===== src/rtl/shift_receiver_5bit_pkg.sv =====
// Constants shared by the 5-bit serial link endpoints: FSM encoding and default width.
// Combinational only; no latency and no backpressure.
package shift_receiver_5bit_pkg;

  localparam int unsigned DEFAULT_WIDTH = 5;

  localparam logic [0:0] ST_IDLE  = 1'b0;
  localparam logic [0:0] ST_SHIFT = 1'b1;

endpackage


===== src/rtl/shift_receiver_5bit_sipo_shift_core.sv =====
// Right-shift register, LSB arrives first and drifts toward bit 0 as newer bits enter at the MSB.
// Updates one edge after load_first/shift_en; never stalls and has no backpressure.
module sipo_shift_core
  import shift_receiver_5bit_pkg::*;
#(
  parameter int unsigned WIDTH = DEFAULT_WIDTH
) (
  input  logic             clk,
  input  logic             rst_n,
  input  logic             load_first,
  input  logic             shift_en,
  input  logic             din,
  output logic [WIDTH-1:0] shreg
);

  logic [WIDTH-1:0] shreg_q;
  logic [WIDTH-1:0] shreg_d;

  // A new frame clears the older bits so a resynced partial frame leaves no trace.
  always_comb begin
    shreg_d = shreg_q;
    if (load_first) begin
      shreg_d = {din, {(WIDTH-1){1'b0}}};
    end else if (shift_en) begin
      shreg_d = {din, shreg_q[WIDTH-1:1]};
    end
  end

  always_ff @(posedge clk or negedge rst_n) begin
    if (!rst_n) begin
      shreg_q <= '0;
    end else begin
      shreg_q <= shreg_d;
    end
  end

  assign shreg = shreg_q;

endmodule


===== src/rtl/shift_receiver_5bit.sv =====
// Serial-in/parallel-out receiver: word valid WIDTH-1 edges after the frameStart edge.
// No backpressure on the serial side; an unacked word is overwritten and flagged by sticky overrun.
module shift_receiver_5bit
  import shift_receiver_5bit_pkg::*;
#(
  parameter int unsigned WIDTH = DEFAULT_WIDTH
) (
  input  logic             clockpulse,
  input  logic             notclear,
  input  logic             serialInput,
  input  logic             frameStart,
  input  logic             readAck,
  output logic [WIDTH-1:0] out,
  output logic [WIDTH-1:0] notout,
  output logic             dataValid,
  output logic             busy,
  output logic             overrun
);

  localparam int unsigned CW = $clog2(WIDTH);
  localparam logic [CW-1:0] LAST_CNT = CW'(WIDTH - 1);

  logic [0:0]       state_q, state_d;
  logic [CW-1:0]    cnt_q, cnt_d;
  logic [WIDTH-1:0] out_q, out_d;
  logic             dv_q, dv_d;
  logic             ovr_q, ovr_d;
  logic [WIDTH-1:0] shreg;
  logic             in_shift;
  logic             frame_done;
  logic             shift_en;

  assign in_shift   = (state_q == ST_SHIFT);
  assign frame_done = in_shift && !frameStart && (cnt_q == LAST_CNT);
  assign shift_en   = in_shift && !frameStart && (cnt_q != LAST_CNT);

  sipo_shift_core #(
    .WIDTH (WIDTH)
  ) u_core (
    .clk        (clockpulse),
    .rst_n      (notclear),
    .load_first (frameStart),
    .shift_en   (shift_en),
    .din        (serialInput),
    .shreg      (shreg)
  );

  always_comb begin
    state_d = state_q;
    cnt_d   = cnt_q;
    out_d   = out_q;
    dv_d    = dv_q;
    ovr_d   = ovr_q;

    if (frameStart) begin
      state_d = ST_SHIFT;
      cnt_d   = CW'(1);
    end else if (frame_done) begin
      state_d = ST_IDLE;
      cnt_d   = '0;
    end else if (in_shift) begin
      cnt_d   = cnt_q + CW'(1);
    end

    // Completion wins over ack; a completion without ack on a held word is an overrun.
    if (frame_done) begin
      out_d = {serialInput, shreg[WIDTH-1:1]};
      dv_d  = 1'b1;
      if (dv_q && !readAck) begin
        ovr_d = 1'b1;
      end
    end else if (dv_q && readAck) begin
      dv_d = 1'b0;
    end
  end

  always_ff @(posedge clockpulse or negedge notclear) begin
    if (!notclear) begin
      state_q <= ST_IDLE;
      cnt_q   <= '0;
      out_q   <= '0;
      dv_q    <= 1'b0;
      ovr_q   <= 1'b0;
    end else begin
      state_q <= state_d;
      cnt_q   <= cnt_d;
      out_q   <= out_d;
      dv_q    <= dv_d;
      ovr_q   <= ovr_d;
    end
  end

  assign out       = out_q;
  assign notout    = ~out_q;
  assign dataValid = dv_q;
  assign busy      = in_shift;
  assign overrun   = ovr_q;

endmodule

===== config.mk =====
export PLATFORM = sky130hd
export DESIGN_NAME = shift_receiver_5bit
export DESIGN_NICKNAME = d
export VERILOG_FILES = /design/src/rtl/shift_receiver_5bit_pkg.sv /design/src/rtl/shift_receiver_5bit_sipo_shift_core.sv /design/src/rtl/shift_receiver_5bit.sv
export SDC_FILE = /design/constraint.sdc
export NUM_CORES = 1
export LEC_CHECK = 0
export CORE_MARGIN = 2
export CORE_UTILIZATION = 40
export DETAILED_ROUTE_END_ITERATION = 16
export PLACE_DENSITY = 0.71
export SLEW_MARGIN = 20
export SYNTH_ARGS = -nofsm -noshare
export SYNTH_HDL_FRONTEND = slang
export SYNTH_SLANG_ARGS = --single-unit

===== constraint.sdc =====
create_clock -name clockpulse -period 1.5 [get_ports clockpulse]
set_clock_uncertainty 0.15 [all_clocks]
set_input_delay 0.3 -clock clockpulse [delete_from_list [all_inputs] [get_ports clockpulse]]
set_output_delay 0.3 -clock clockpulse [all_outputs]
set_load 0.05 [all_outputs]

* After elaboration in Yosys (flattened, before gate mapping)
Cells that the tools add are included.
Word-level totals: flip-flop bits (word level) 16, input port bits 5, word-level logic and storage cells 31, output and inout bits 13
Operators by class: bitwise gates (word level) 1, multiplexer cells 9, $add $sub $neg 1, equality and inequality tests 2, reductions and logical operators 12
Operators with widths (number):
- $mux 5 | 2
- $mux 3 | 3
- $reduce_bool 2->1 | 3
- $logic_and 1x1->1 | 5
- $not 5->5 | 1
- $mux 1 | 4
- $add 3x1->3 const B | 1
- $eq 3x3->1 const B | 1
- $ne 3x3->1 const B | 1
- $reduce_bool 3->1 | 1
- $logic_not 1->1 | 2
- $reduce_and 2->1 | 1

* Depth between registers and ports, before layout
depth in word-level cells 5, mapped depth 5

* Cells and area by module
A second synthesis with hierarchy kept.
Unflattened totals: cells, all modules 58, area, all modules 720.7 µm²
Modules (own cells, without submodules):
- shift_receiver_5bit | instances 1, sequential area each 275.3 µm², area each 508.0 µm², cells an instance 42
- sipo_shift_core | instances 1, sequential area each 125.1 µm², area each 212.7 µm², cells an instance 16

* Worst setup path after synthesis
Ideal clock, no wire load.
path kind reg-to-reg, start point register state_q (netlist: busy), end point register u_core.shreg_q[4] (netlist: u_core.shreg[4]), buffers on the path 0, cell stages (with the launch flop) 4, arrival 1.466 ns, slack -0.242 ns, path through dfrtp_1 a21boi_4 or2_4 mux2_4
On the way: longest elaborated chain between the ends 3
RTL lines:
- from (decl) | line shift_receiver_5bit.sv:23 | logic [0:0] state_q, state_d;
- from (signal assigned) | line shift_receiver_5bit.sv:85 | state_q <= state_d;
- $logic_and 1x1->1 (2 in a row) | line shift_receiver_5bit.sv:35 | assign shift_en = in_shift && !frameStart && (cnt_q != LAST_CNT);
- $reduce_bool 2->1 (no source line)
- to (signal assigned) | line shift_receiver_5bit_sipo_shift_core.sv:33 | shreg_q <= shreg_d;
- to (decl) | line shift_receiver_5bit_sipo_shift_core.sv:16 | logic [WIDTH-1:0] shreg_q;
No other way between the ends. A chain may end at the register's enable or synchronous reset.

* Worst setup path in the final report
start point register cnt_q[1], end point register u_core.shreg_q[4] (netlist: u_core.shreg[4])
On the way: longest elaborated chain between the ends 3
RTL lines:
- from (decl) | line shift_receiver_5bit.sv:24 | logic [CW-1:0] cnt_q, cnt_d;
- from (signal assigned) | line shift_receiver_5bit.sv:86 | cnt_q <= cnt_d;
- $ne 3x3->1 | line shift_receiver_5bit.sv:35
- $logic_and 1x1->1 | line shift_receiver_5bit.sv:35
- $reduce_bool 2->1 (no source line)
No other way between the ends.

==> results.json <==
{
  "outcome": "finished clean",
  "fp.dieArea_um2": 1958,
  "p_int_mw": 1.019,
  "max_stage_delay_ns": 0.39,
  "grt_pass1_vias": 518,
  "synth_top_cell_by_area": "dfrtp_1",
  "antenna_found_initial": 0,
  "ant_nets": 0,
  "setup_tns_ns": 0,
  "cts_tree": "built",
  "clk_pin_slew_ns": 0.09,
  "fmax_mhz": 680.0,
  "grt_max_degree": 16,
  "slew_viol_final": 0,
  "min_path_type": "in2async",
  "rows": 14,
  "ff_latch_area_um2": 376.6,
  "viasPerCell": 4.788,
  "worstPathCellList": "inv_2 > ha_4 > a21boi_4 > or2_4 > mux2_4",
  "p_leak_nw": 0.5471,
  "dp_hpwl_um": 1027,
  "drt-pass1-iter-count": 2,
  "avgSynthCellArea_um2": 12.71,
  "track_usage_pct": 17.37,
  "setup.worst_path.end_class": "register",
  "pre_cts_slack_ns": -0.2170,
  "total_power_mw": 1.667,
  "syn2layout_area_growth_pct": 68.92,
  "htreeDepth": 1,
  "multiInputGateArea_um2": 259.0,
  "crit_family": "flip-flops",
  "synth_seq_area_share_pct": 57.92,
  "rsz0062_at_grt": "true",
  "max-cap-violations": 0,
  "vias": 474,
  "final_net_count": 91,
  "cp_max_fo": 3,
  "slowest_stage": "dfrtp_1",
  "die_y_um": 44.25,
  "layout_commonest_cell": "dfrtp_1",
  "power_switching_mw": 0.6476,
  "synthDistinctLibCells": 17,
  "swShare_pct": 38.86,
  "vdd_drop_max_mv": 0.9157,
  "cp.arrival_ns": 1.50,
  "gp_congestion": 0.7229,
  "io_pins": 18,
  "drt_iter0_drc": 2,
  "layout_worst_path_cycle_share_pct": 98.04,
  "netlist_instances": 51,
  "cts_buffers": 3,
  "ys_seq_elements": 15,
  "fin_ws_ns": 0.02936,
  "clk_latency_ns": 0.28,
  "power_frac_comb_pct": 53.7,
  "synth_warnings": 0,
  "cts.sinks": 15,
  "core_area_um2": 1506,
  "n_antenna_cell": 0,
  "critPathBufInv": 1,
  "final_cell_mix": "dfrtp_1 (14), buf_12 (13), buf_4 (10), inv_1 (5), mux2_2 (5)",
  "critPathKind": "reg2reg",
  "synth_area_um2": 648.1,
  "synth_top_area_share_pct": 57.92,
  "max_slew.worst_pin.slew_ns": 0.2177,
  "finalWirelength_um": 1320,
  "synth.area.top_cells": "dfrtp_1 (58%), mux2_2 (8.7%), mux2i_1 (4.6%), inv_1 (4.1%), ha_1 (3.9%)",
  "remaining_drc_errors": 0,
  "setup.worst_path.start_class": "register",
  "cts_max_path_buffers": 2,
  "syn_nets": 58,
  "p_seq_share_pct": 32.6,
  "critPathRequiredTime_ns": 1.53,
  "finalSetupViolCount": 0,
  "initial_core_util_pct": 43.02,
  "cts_root_buf": "clkbuf_4",
  "grt-ovfl-total": 0,
  "pwr-share-clk_pct": 13.7,
  "hold_violations": 0,
  "finalCriticalPeriod_ns": 1.471,
  "final_layout_size_suffix_gt1_share_pct": 48.19,
  "power_density_nw_per_um2": 1522,
  "wl_per_cell_um": 13.33,
  "final_util_pct": 72.67,
  "die_w_um": 44.25,
  "grt_pass1_wl_um": 2277,
  "n_fill_cell": 103,
  "port_buffers": 17,
  "relSlewSlack_pct": 85.43
}
[cells in the mapped netlist (all sizes together)]
cell and instances:
nand2 3, or2 1, dfrtp 15, o21ai 2, nand3b 1, a21boi 1, mux2i 3, nand2b 2
a21oi 1, ha 2, nor2 4, mux2 6, nand4b 1, a2bb2oi 1, o21bai 1, inv 7
[cell families after synthesis]
logic type | share of synthesized area, %
flops | 57.92
fa+ha+maj | 3.860
buf+inv | 4.055
compound gates | 7.722
simple gates | 10.81
mux | 15.64
[area by class of cell]
cell class | count | share of cell area, %
well taps | 16 | 1.829
flip-flops and latches | 15 | 34.40
repair buffers | 28 | 35.31
clock buffers | 4 | 2.400
inverters | 7 | 2.400
multi-input cells | 29 | 23.66
[worst paths after layout]
kind / from / end / slack, ns / depth (start not counted)
setup reg to reg: cnt_q[1] / u_core.shreg[4] / 0.03 / 5
min in group clockpulse: u_core.shreg[1] / out[0] / 0.38 / 1
setup / recovery: cnt_q[1] / u_core.shreg[4] / 0.03 / 5
hold / removal: notclear / cnt_q[2] / 0.17 / 2
max in group asynchronous: notclear / busy / 0.85 / 2
hold reg to reg: u_core.shreg[1] / out[0] / 0.38 / 1
[power by group through the flow]
stage / logic (mW) / registers, mW / clock network, mW
2_1_floorplan: 0.270 / 0.676 / 0
3_3_place_gp: 0.858 / 0.548 / 0
3_5_place_dp: 0.872 / 0.551 / 0
4_1_cts: 0.894 / 0.545 / 0.238
5_1_grt: 0.934 / 0.553 / 0.265
6_report: 0.894 / 0.544 / 0.228
[layer usage]
layer / routed length (µm) / share of wire [%] / vias to the layer above / global-route usage [%]
met5: 0 / 0 / - / 0
met4: 34 / 2.6 / 0 / 10.91
met3: 49 / 3.7 / 4 / 6.531
met2: 755 / 57 / 11 / 29.41
met1: 480 / 36 / 223 / 17.99
li1: - / - / 236 / -
[worst reg2reg max path, cell delays in order (launching register included)]
cell	delay, ns
dfrtp_1	0.39
inv_2	0.08
ha_4	0.15
a21boi_4	0.05
or2_4	0.24
mux2_4	0.29
[sequential cells by signal, summed over array words and instances, names as in the netlist]
signal and cells:
busy 1, u_core.shreg 4, overrun 1, dataValid 1
cnt_q 3, out 5
[metrics by stage]
step,hold WS [ns],instance area (µm²),instances
floorplan,-0.1456,651.9,51
global placement,0.3429,1032,92
detailed placement,0.3590,1032,92
CTS,0.1708,1076,97
global route,0.1715,1095,99
finish,0.1663,1095,99
[what timing repair did]
action                     in CTS  in global routing
setup buffers                   1                  2
hold buffers                    0                  0
gates resized for setup         3                  1
setup endpoints to repair       7                  8
gates cloned                    0                  0
Power figures use the tool's default switching activity.
